==> src/rtl/palette_encoder.sv <==
// RGB888 to 4-bit palette index encoder: packs four indices per 16-bit word and
// streams the words to the sprite/frame memory over a valid/ready write port.
module palette_encoder #(
   parameter int unsigned ADDR_W      = 20,
   parameter int unsigned BASE_ADDR   = 0,
   parameter int unsigned FRAME_WORDS = 76800
) (
   input  logic              Clk,
   input  logic              Reset,
   input  logic              in_valid,
   output logic              in_ready,
   input  logic [7:0]        in_r,
   input  logic [7:0]        in_g,
   input  logic [7:0]        in_b,
   input  logic              in_last,
   output logic              wr_valid,
   input  logic              wr_ready,
   output logic [ADDR_W-1:0] wr_addr,
   output logic [15:0]       wr_data,
   output logic              wr_last,
   output logic              frame_done,
   output logic [15:0]       miss_count,
   output logic              err_overrun
);

   localparam int unsigned CNT_W = (FRAME_WORDS > 1) ? $clog2(FRAME_WORDS) : 1;
   localparam logic [CNT_W-1:0]  LAST_CNT = CNT_W'(FRAME_WORDS - 1);
   localparam logic [ADDR_W-1:0] BASE     = ADDR_W'(BASE_ADDR);

   // Same table the VGA colour mapper decodes; 9..12 alias AAAAAA, 15 is transparent.
   localparam logic [23:0] PALETTE [16] = '{
      24'hFFFFFF, 24'h0E0E0E, 24'h3B3B3B, 24'h2195F3,
      24'h00BBD4, 24'hCF1010, 24'hFF5252, 24'h242424,
      24'h161616, 24'hAAAAAA, 24'hAAAAAA, 24'hAAAAAA,
      24'hAAAAAA, 24'h00710E, 24'h000000, 24'hF200FF
   };

   logic             r_a_valid;
   logic [23:0]      r_a_rgb;
   logic             r_a_last;
   logic [1:0]       r_slot;
   logic [15:0]      r_pack;
   logic             r_new_frame;
   logic [CNT_W-1:0] r_word_cnt;

   logic             w_advance;
   logic             w_xfer;
   logic             w_accept;
   logic             w_word_done;
   logic             w_hit;
   logic [3:0]       w_idx;
   logic [15:0]      w_packed;

   assign w_advance   = !(wr_valid && !wr_ready);
   assign in_ready    = w_advance && !Reset;
   assign w_xfer      = in_valid && in_ready;
   assign w_accept    = wr_valid && wr_ready;
   assign w_word_done = r_a_valid && ((r_slot == 2'd3) || r_a_last);

   // Descending scan so the lowest matching index is the one left standing.
   always_comb begin
      w_idx = 4'hF;
      w_hit = 1'b0;
      for (int i = 15; i >= 0; i--) begin
         if (r_a_rgb == PALETTE[i]) begin
            w_idx = 4'(i);
            w_hit = 1'b1;
         end
      end
   end

   // Unfilled slots of r_pack stay at F, which doubles as the pad for short words.
   always_comb begin
      w_packed = r_pack;
      w_packed[{r_slot, 2'b00} +: 4] = w_idx;
   end

   always_ff @(posedge Clk) begin
      if (Reset) begin
         r_a_valid   <= 1'b0;
         r_a_rgb     <= 24'h0;
         r_a_last    <= 1'b0;
         r_slot      <= 2'd0;
         r_pack      <= 16'hFFFF;
         r_new_frame <= 1'b1;
         r_word_cnt  <= '0;
         wr_valid    <= 1'b0;
         wr_addr     <= BASE;
         wr_data     <= 16'h0;
         wr_last     <= 1'b0;
         frame_done  <= 1'b0;
         miss_count  <= 16'h0;
         err_overrun <= 1'b0;
      end else begin
         frame_done <= w_accept && wr_last;

         // Address walks the frame; wraps on last word or after FRAME_WORDS words.
         if (w_accept) begin
            if (wr_last || (r_word_cnt == LAST_CNT)) begin
               wr_addr    <= BASE;
               r_word_cnt <= '0;
               if (!wr_last) begin
                  err_overrun <= 1'b1;
               end
            end else begin
               wr_addr    <= wr_addr + ADDR_W'(1);
               r_word_cnt <= r_word_cnt + CNT_W'(1);
            end
         end

         if (w_advance) begin
            r_a_valid <= w_xfer;
            if (w_xfer) begin
               r_a_rgb  <= {in_r, in_g, in_b};
               r_a_last <= in_last;
            end

            if (r_a_valid) begin
               r_new_frame <= r_a_last;
               if (r_new_frame) begin
                  miss_count <= {15'h0, !w_hit};
               end else if (!w_hit && (miss_count != 16'hFFFF)) begin
                  miss_count <= miss_count + 16'(1);
               end

               if (w_word_done) begin
                  wr_data  <= w_packed;
                  wr_last  <= r_a_last;
                  wr_valid <= 1'b1;
                  r_pack   <= 16'hFFFF;
                  r_slot   <= 2'd0;
               end else begin
                  wr_valid <= 1'b0;
                  wr_last  <= 1'b0;
                  r_pack   <= w_packed;
                  r_slot   <= r_slot + 2'd1;
               end
            end else begin
               wr_valid <= 1'b0;
               wr_last  <= 1'b0;
            end
         end
      end
   end

endmodule

==> config.mk <==
export PLATFORM = sky130hd
export DESIGN_NAME = palette_encoder
export DESIGN_NICKNAME = d
export VERILOG_FILES = /design/src/rtl/palette_encoder.sv
export SDC_FILE = /design/constraint.sdc
export NUM_CORES = 1
export LEC_CHECK = 0
export ABC_AREA = 1
export CAP_MARGIN = 20
export CORE_MARGIN = 1.5
export CORE_UTILIZATION = 30
export DETAILED_ROUTE_END_ITERATION = 10
export MAX_ROUTING_LAYER = met4
export SKIP_LAST_GASP = 1
export SLEW_MARGIN = 20
export SYNTH_ARGS = -nofsm -noshare
export SYNTH_HDL_FRONTEND = slang
export SYNTH_SLANG_ARGS = --single-unit
==> constraint.sdc <==
create_clock -name Clk -period 1.76 [get_ports Clk]
set_input_delay 0.352 -clock Clk [delete_from_list [all_inputs] [get_ports Clk]]
set_output_delay 0.352 -clock Clk [all_outputs]
set_load 0.005 [all_outputs]
* Word level (Yosys, flattened, before mapping)
Cells that the tools add are included.
Operators by class: add/sub/neg operators 5, eq/ne operators 15, shift-type cells 2, multiplexer cells 36, bitwise gates (word level) 2, reductions and logical operators 20
Operator list (count):
- $eq A24 B24 Y1 const B | 5
- $eq A24 B22 Y1 const B | 3
- $mux W16 | 3
- $mux W4 | 11
- $eq A24 B15 Y1 const B | 1
- $eq A24 B16 Y1 const B | 1
- $eq A24 B20 Y1 const B | 1
- $eq A24 B21 Y1 const B | 1
- $logic_not A24 Y1 | 1
- $add A20 B1 Y20 const B | 1
- $mux W20 | 1
- $mux W1 | 18
- $add A17 B1 Y17 const B | 1
- $eq A17 B17 Y1 const B | 1
- $mux W17 | 1
- $add A16 B1 Y16 const B | 1
- $bwmux W16 | 1
- $ne A16 B16 Y1 const B | 1
- $shift A4 B6 Y16 const A | 1
- $shiftx A4 B6 Y16 | 1
- $reduce_and A3 Y1 | 3
- $logic_and A1 B1 Y1 | 7
- $neg A4 Y6 | 1
- $logic_not A1 Y1 | 4
- 7 further kinds | 10
Storage, ports and cells: register bits after elaboration 118, bits of input ports 29, output and inout bits 57, logic and storage cells 94

* Longest topological paths before layout
Gate-level depths: netlist of run 1.
depth after elaboration 18, depth in mapped cells 13, depth with buffers taken out 13

* Worst setup path before layout of run 1
OpenSTA, ideal clock, no wires.
kind register -> register, start register r_slot[0], end register wr_data[3], setup time 0.060 ns, data arrival time 1.777 ns, data required time 1.700 ns, slack -0.077 ns, cell stages (with the launch flop) 8, buffers on the path 1, clock period less this slack 1.837 ns, cell sequence dfxtp_1 > clkbuf_1 > inv_1 > ha_1 > nor3_1 > inv_1 > o21ai_0 > a22o_1
Between the ends: cells in the longest elaborated chain, start to end 4, elaborated cells on any way between the ends 8, those cells by class add/sub (1); eq/ne (1); shift (2); mux (1); reduce/logical (3)
Ends and longest elaborated chain:
- start, declared | RTL line 41 | logic [1:0] r_slot;
- start signal, assigned | RTL line 136 | r_slot <= r_slot + 2'd1;
- branches (longest 4 deep; another with $neg A4 Y6)
- end signal, assigned | RTL line 127 | wr_data <= w_packed;
- end, declared | RTL line 19 | output logic [15:0] wr_data,
Several ways; the timed one is not identified. A chain may end at the register's enable or synchronous reset.

* Worst setup path in the final report of run 1
start register r_word_cnt[1], end register wr_addr[8]
Between the ends: cells in the longest elaborated chain, start to end 3
Ends and longest elaborated chain:
- start, declared | RTL line 44 | logic [CNT_W-1:0] r_word_cnt;
- start signal, assigned | RTL line 107 | r_word_cnt <= r_word_cnt + CNT_W'(1);
- $eq A17 B17 Y1 | RTL line 99 | if (wr_last || (r_word_cnt == LAST_CNT)) begin
- $logic_or A1 B1 Y1 | RTL line 99
- $mux W20 | RTL line 99
- end signal, assigned | RTL line 106 | wr_addr <= wr_addr + ADDR_W'(1);
- end, declared | RTL line 18 | output logic [ADDR_W-1:0] wr_addr,
Every way passes these cells.

==> results of run 1 <==
[cell type report]
type | instances | area (µm²) | area share
flip-flops and latches | 118 | 2440 | 0.270
clock inverters | 9 | 78.8 | 0.00873
multi-input cells | 643 | 3560 | 0.395
inverters | 85 | 322 | 0.0356
well taps | 265 | 332 | 0.0367
repair buffers | 199 | 1830 | 0.203
clock buffers | 23 | 458 | 0.0507
[cells in the final DEF, fill, tap and decap left out, types with 28 or more instances in the layout]
| cell type | synthesis | final |
|---|---|---|
| a21oi_1 | 54 | 50 |
| buf_4 | 0 | 101 |
| clkdlybuf4s50_1 | 0 | 68 |
| dfxtp_1 | 118 | 78 |
| dfxtp_2 | 0 | 28 |
| inv_1 | 80 | 70 |
| nand2_1 | 227 | 205 |
| nand2_2 | 14 | 32 |
| nand3_1 | 62 | 54 |
| nor2_1 | 124 | 92 |
| nor2_2 | 9 | 30 |
[worst min-delay path by stage]
stage	startpoint	end	slack (ns)	cells past startpoint
floorplan	r_word_cnt[7]$_SDFFE_PP0P_	r_word_cnt[7]$_SDFFE_PP0P_	0.42	2
global placement	r_word_cnt[7]$_SDFFE_PP0P_	r_word_cnt[7]$_SDFFE_PP0P_	0.44	2
detailed placement	r_word_cnt[7]$_SDFFE_PP0P_	r_word_cnt[7]$_SDFFE_PP0P_	0.44	2
CTS	r_word_cnt[7]$_SDFFE_PP0P_	r_word_cnt[7]$_SDFFE_PP0P_	0.45	2
global route	wr_data[10]$_SDFFE_PP0P_	wr_data[10]$_SDFFE_PP0P_	0.46	2
finish	r_word_cnt[7]$_SDFFE_PP0P_	r_word_cnt[7]$_SDFFE_PP0P_	0.45	2
[sequential cells by signal, indices dropped and copies added, names as in the netlist]
| register | flops |
|---|---|
| err_overrun | 1 |
| frame_done | 1 |
| miss_count | 16 |
| r_a_last | 1 |
| r_a_rgb | 24 |
| r_a_valid | 1 |
| r_new_frame | 1 |
| r_pack | 16 |
| r_slot | 2 |
| r_word_cnt | 17 |
| wr_addr | 20 |
| wr_data | 16 |
| wr_last | 1 |
| wr_valid | 1 |
[through the flow]
step,setup TNS [ns],setup slack [ns],hold WS (ns)
finish,-0.0495,-0.0495,0.445
global route,-2.79,-0.118,0.462
CTS,-0.0189,-0.0186,0.448
detailed placement,-27.67,-0.440,0.439
global placement,-24.91,-0.396,0.437
floorplan,0,0.0428,0.423
[worst max-delay path, stage by stage (launching register included)]
cell and delay [ns]:
dfxtp_2 0.35, ha_4 0.14, nand2_2 0.07, nor3_4 0.22
nand2_2 0.13, o31ai_4 0.27, nand2_2 0.12, buf_4 0.15
buf_4 0.12, o2111a_1 0.11
[metal layers]
metal | wire length (µm) | share of wire
met1 | 8120 | 0.47
met2 | 7970 | 0.46
met5 | 0 | 0
met3 | 944 | 0.055
met4 | 246 | 0.014
[power groups by stage]
stage	Clock [mW]	Sequential, mW	Combinational [mW]
floorplan	0	2.88	0.418
global placement	0	2.90	0.768
finish	3.16	2.86	0.855
global route	3.38	2.87	0.955
CTS	3.24	2.85	0.788
detailed placement	0	2.90	0.769
[timing repair]
| action | CTS | global route |
|---|---|---|
| pin swaps | 0 | 43 |
| endpoints found under the hold margin | 0 | 0 |
| resized for setup | 34 | 172 |
| endpoints found under the setup margin | 50 | 105 |
| buffers inserted | 1 | 6 |
[cell families (layout without fill, tap and decap cells)]
group | after synthesis | in the layout | synth area share
adder cells (fa/ha/maj) | 8 | 8 | 0.0167
AO/OA/AOI/OAI | 116 | 116 | 0.112
XOR/XNOR | 27 | 27 | 0.0395
AND/OR/NAND/NOR | 492 | 492 | 0.363
flip-flops | 118 | 118 | 0.395
buffers and inverters | 110 | 316 | 0.0740
==> metrics.md, run 1 <==
| Metric | Value |
|---|---|
| Cell Pwr Density | `761 nW/µm²` |
| Final setup vio count | `1` |
| Fin crit share | `1.03` |
| Reg-to-Reg End | `wr_addr[8]$_SDFFE_PP0P_` |
| FP Rows | `51` |
| Leak | `3.77 nW` |
| Initial drt markers | `375` |
| Clock share of power | `0.460` |
| Clock buffer depth | `2` |
| Number of port buffers | `85` |
| Global route total overflow | `0` |
| Crit Path Class | `flop to flop` |
| Non-Filler Instances | `1342` |
| Seq pwr share | `0.416` |
| Vias in the first global route | `5949` |
| Mean Syn Cell Area | `6.87 µm²` |
| Proportion of layout cells with a drive suffix above 1 | `0.303` |
| Routability cong. | `0.885` |
| Final Skew | `0.0156 ns` |
| CTS Hold Bufs | `0` |
| Hpwl dp | `12700 µm` |
| Netlist cell types | `41` |
| Hold Crit Class | `flop to flop` |
| Dpl cells | `1303` |
| Core ar. | `19500 µm²` |
| Critical Path Start | `r_word_cnt[1]$_SDFFE_PP0P_` |
| Top post-synthesis cells by count | `227 x nand2_1, 124 x nor2_1, 118 x dfxtp_1` |
| RR Startpoint | `r_word_cnt[1]$_SDFFE_PP0P_` |
| Highest clock rate | `0.553 GHz` |
| Synth Cell Area | `5990 µm²` |
| Slew at the pin closest to its max-slew limit | `0.412 ns` |
| Syn_nets | `908` |
| Ports | `86` |
| Skew-Pair Late Insertion Delay | `0.42 ns` |
| DRT antenna net count | `0` |
| Top post-synthesis cells by area | `dfxtp_1 39%, nand2_1 14%, nor2_1 7.8%` |
| Die area | `20800 µm²` |
| Top cell type's share of synthesized area | `0.395` |
| Biggest area consumer among synthesized cells | `dfxtp_1` |
| Global routing usage on met3 | `0.0464` |
| Crit end category | `flop` |
| Die Ht | `144 µm` |
| Crit-path max FO | `3` |
| Met1 GRT Util | `0.225` |
| Yosys reg bits | `118` |
| Max-slew violations | `0` |
| Final hold vios | `0` |
| Total wire length | `17300 µm` |
| Global-route wire length before repair | `28700 µm` |
| H-tree depth | `4` |
| FFs w/ async S/R, synth | `0` |
| Final worst slack | `-0.0495 ns` |
| RSZ-0062 raised after global routing | `yes` |
| Vias/cell | `4.62` |
| Crit start category | `flop` |
| TritonCTS clock tree | `yes` |
| Remaining DRCs | `0` |
| Root buf cell | `clkbuf_16` |
| Synth Flop Type | `dfxtp_1` |
| WP data arrival | `2.11 ns` |
| Initial DRT Pass Iterations | `5` |
| Met2 global-route usage | `0.282` |
| Rel. slew slack | `0.723` |
| Post-synth EDFFs | `0` |
| # fillers | `2009` |
| Cts bufs inserted | `17` |
| Largest net degree at the start of global routing | `32` |
| DR vias | `6197` |
| Ant. Diodes | `0` |
| Worst vdd ir | `663 µV` |
| Synth Instances | `871` |
| Internal power | `5.12 mW` |
| Ys Warns | `0` |
| R2R depth | `9` |
| Clk sinks | `118` |
| Final Core Density | `0.462` |
| Gr usage total | `0.180` |
| Area post-placement | `7900 µm²` |
| Final Power | `6.87 mW` |
| Register area share after synthesis | `0.395` |
| Final net count | `1101` |
| Initial core utilization | `0.307` |
| Switch Pwr | `1.76 mW` |
| Fin crit period | `1.81 ns` |
| Worst setup path endpoint | `wr_addr[8]$_SDFFE_PP0P_` |
| Status | `complete, but fails checks` |
| Area Overhead vs Synth | `50.8%` |
| Combinational power share | `0.124` |
| Sw Share | `0.256` |
| Required time of the critical path | `2.06 ns` |
| Clock-pin slew on the worst setup and hold paths | `0.06 ns` |
| Failing checks | `negative setup slack` |
| Design area | `9030 µm²` |
| Die span in x | `144 µm` |
| Initial antenna violation count | `0` |
| # Max-Cap Violations | `0` |
| Most frequent cell after synthesis | `nand2_1` |
| R2R Setup Slk | `-0.05 ns` |
| GRT Max-Usage Layer | `met2` |
| Avg WL per Cell | `12.9 µm` |
No activity file was read; power rests on OpenSTA's default activity.
==> inputs of run 2 (changes only) <==
- CTS_CLUSTER_DIAMETER: not set -> 100
==> results of run 2 <==
The final DEF is identical to that of run 1; final timing and power are the same.
==> inputs of run 3 (changes only) <==
- CORE_ASPECT_RATIO: not set -> 2
- SETUP_SLACK_MARGIN: not set -> 0.2
==> metrics.md, run 3 (synthesis results as in run 1) <==
| Metric | Value |
|---|---|
| Clock-pin slew on the worst setup and hold paths | `0.06 ns (about the same)` |
| Area Overhead vs Synth | `75.2%` |
| Min-delay src | `wr_data[0]$_SDFFE_PP0P_` |
| Most frequent cells in the layout | `170 x nand2_1, 155 x buf_4, 71 x nor2_1` |
| Vias/cell | `4.77 (+3.3%)` |
| Cts bufs inserted | `17 (unchanged)` |
| Reg-to-Reg End | `miss_count[4]$_SDFFE_PP0P_` |
| Required time of the critical path | `2.11 ns (+0.05 ns)` |
| Slowest CP cell | `dfxtp_4` |
| Top flop regs | `r_a_rgb x24, wr_addr x20, r_word_cnt x17` |
| Initial antenna violation count | `0 (unchanged)` |
| Proportion of layout cells with a drive suffix above 1 | `0.457 (+0.154)` |
| Core ar. | `19700 µm² (+1.0%)` |
| Seq pwr share | `0.385 (-0.031)` |
| Root buf cell | `clkbuf_16` |
| CTS Hold Bufs | `0 (unchanged)` |
| Cell Pwr Density | `707 nW/µm² (-7.1%)` |
| Initial core utilization | `0.303 (-0.00315)` |
| RR Startpoint | `r_a_rgb[15]$_SDFFE_PP0P_` |
| Slew at the pin closest to its max-slew limit | `0.410 ns (-0.00181 ns)` |
| Internal power | `5.38 mW (+5.1%)` |
| Worst vdd ir | `711 µV (+7.2%)` |
| Skew-Pair Late Insertion Delay | `0.43 ns (about the same)` |
| Smallest hold slack | `0.444 ns (-0.00143 ns)` |
| H-tree depth | `4 (unchanged)` |
| Largest net degree at the start of global routing | `27 (-16%)` |
| Clk sinks | `118 (unchanged)` |
| Global route total overflow | `0 (unchanged)` |
| Most common cell after layout, fill and taps aside | `nand2_1` |
| Vias in the first global route | `6907 (+16%)` |
| RSZ-0062 raised after global routing | `yes` |
| Fin crit share | `1.06 (+0.0283)` |
| Clock buffer depth | `2 (unchanged)` |
| Max FFs per register | `24 (unchanged)` |
| Fin crit period | `1.86 ns (+0.0497 ns)` |
| Number of port buffers | `85 (unchanged)` |
| Sw Share | `0.275 (+0.0195)` |
| Switch Pwr | `2.04 mW (+16%)` |
| R2R depth | `13 (+4)` |
| Crit-path max FO | `5 (+2)` |
| Global-route wire length before repair | `32400 µm (+13%)` |
| DRT antenna net count | `0 (unchanged)` |
| CP Buf/Inv Count | `2 (unchanged)` |
| Final setup vio count | `61 (+60)` |
| Ant. Diodes | `0 (unchanged)` |
| CP peak stage delay | `0.37 ns (+0.02 ns)` |
| Most frequent CP cell | `nand2_2` |
| Combinational power share | `0.150 (+0.026)` |
| Crit start category | `flop` |
| Rel. slew slack | `0.724 (+0.000799)` |
| Hold Crit Depth | `2 (unchanged)` |
| Crit end category | `flop` |
| Final Core Density | `0.532 (+0.0693)` |
| Final net count | `1188 (+7.9%)` |
| Top reg by flops | `r_a_rgb` |
| Max-slew violations | `0 (unchanged)` |
| Leak | `4.55 nW (+21%)` |
| Failing checks | `negative setup slack` |
| # fillers | `1848 (-8.0%)` |
| Highest clock rate | `0.538 GHz (-2.7%)` |
| DR vias | `6800 (+9.7%)` |
| Routability cong. | `0.943 (+6.6%)` |
| Total wire length | `21400 µm (+24%)` |
| Initial drt markers | `181 (-52%)` |
| Crit Path Class | `flop to flop` |
| Remaining DRCs | `0 (unchanged)` |
| Die Ht | `203 µm (+41%)` |
| Final worst slack | `-0.0992 ns (-0.0497 ns)` |
| WP data arrival | `2.21 ns (+0.10 ns)` |
| CP top delay family | `simple AND/OR/NAND/NOR gates` |
| Gr usage total | `0.206 (+0.0258)` |
| Ports | `86 (unchanged)` |
| Die span in x | `103 µm (-29%)` |
| R2R Setup Slk | `-0.1 ns (-0.05 ns)` |
| TritonCTS clock tree | `yes` |
| Hpwl dp | `14100 µm (+12%)` |
| Final Skew | `0.00892 ns (-0.00673 ns)` |
| Initial DRT Pass Iterations | `4 (-1)` |
| Hold EP | `wr_data[0]$_SDFFE_PP0P_` |
| FP Rows | `73 (+43%)` |
| Status | `complete, but fails checks` |
| Final hold vios | `0 (unchanged)` |
| Crit path cell chain | `buf_6, nand2_2, nor2_1, nand3_1, nor2_2, nand2_2, nand2_2, nor2_4, nand4_4, nand2_4, buf_12, nand2_2, a21oi_1` |
| Avg WL per Cell | `15.0 µm (+16%)` |
| # Max-Cap Violations | `0 (unchanged)` |
| Clock share of power | `0.466 (+0.006)` |
| Die area | `20900 µm² (+0.25%)` |
| Hold Crit Class | `flop to flop` |
[run 3: changes by cell type in the layout (fill, tap and decap cells not counted), sizes merged, moves of 4 or more]
cell,change
clkinvlp,+6
dlygate4sd2,+52
inv,+4
dlymetal6s2s,-12
buf,+83
clkdlybuf4s50,-41
clkinv,-5
[run 3: timing repair]
item	CTS	global route
endpoints found under the setup margin	153	99
setup buffers	33	23
cloned	4	4
pin swaps	44	93
resized for setup	250	184
[run 3: worst max-delay path by stage]
stage,from,to,slack [ns],depth (start not counted)
floorplan,r_word_cnt[0]$_SDFFE_PP0P_,wr_addr[14]$_SDFFE_PP0P_,0.19,10
global placement,wr_ready,wr_data[13]$_SDFFE_PP0P_,-0.39,11
detailed placement,wr_ready,wr_addr[18]$_SDFFE_PP0P_,-0.43,9
CTS,r_a_rgb[15]$_SDFFE_PP0P_,miss_count[3]$_SDFFE_PP0P_,-0.04,13
global route,r_a_rgb[15]$_SDFFE_PP0P_,miss_count[2]$_SDFFE_PP0P_,-0.16,13
finish,r_a_rgb[15]$_SDFFE_PP0P_,miss_count[4]$_SDFFE_PP0P_,-0.1,13
[run 3: per-stage QoR]
| step | setup TNS, ns | area (µm²) | power, mW | cells | setup slack [ns] |
|---|---|---|---|---|---|
| after global placement | -27.22 | 8150 | 3.71 | 1330 | -0.391 |
| after detailed placement | -27.42 | 8150 | 3.72 | 1330 | -0.434 |
| after CTS | -0.492 | 9550 | 7.32 | 1399 | -0.0355 |
| after global routing | -7.09 | 10500 | 7.68 | 1426 | -0.163 |
| after floorplan | 0 | 6040 | 3.32 | 871 | 0.193 |
| final | -2.01 | 10500 | 7.42 | 1426 | -0.0992 |
[run 3: tightest hold or removal path, cell delays in order, from the launching register on]
cell     delay, ns
dfxtp_1       0.31
nand2_1       0.06
nand2_1       0.04
[run 3: power by group through the flow]
| stage | logic [mW] | registers (mW) | clock network, mW |
|---|---|---|---|
| 3_3_place_gp | 0.812 | 2.90 | 0 |
| 6_report | 1.11 | 2.86 | 3.45 |
| 3_5_place_dp | 0.815 | 2.90 | 0 |
| 4_1_cts | 0.957 | 2.85 | 3.51 |
| 2_1_floorplan | 0.430 | 2.89 | 0 |
| 5_1_grt | 1.20 | 2.87 | 3.61 |
[run 3: area by class of cell]
cell class                 count  area, µm²  area share
inverter                      85        343      0.0327
sequential                   118       2470       0.236
tap                          262        328      0.0312
timing repair buffer         284       2630       0.250
multi-input combinational    643       4120       0.393
timing repair inverter         2       16.3     0.00155
clock inverter                13        150      0.0143
clock buffer                  19        433      0.0413
[run 3: layer usage]
metal | routed length (µm) | track usage
met1 | 7300 | 0.185
met2 | 12500 | 0.390
met3 | 629 | 0.0317
met4 | 938 | 0.118
met5 | 0 | -
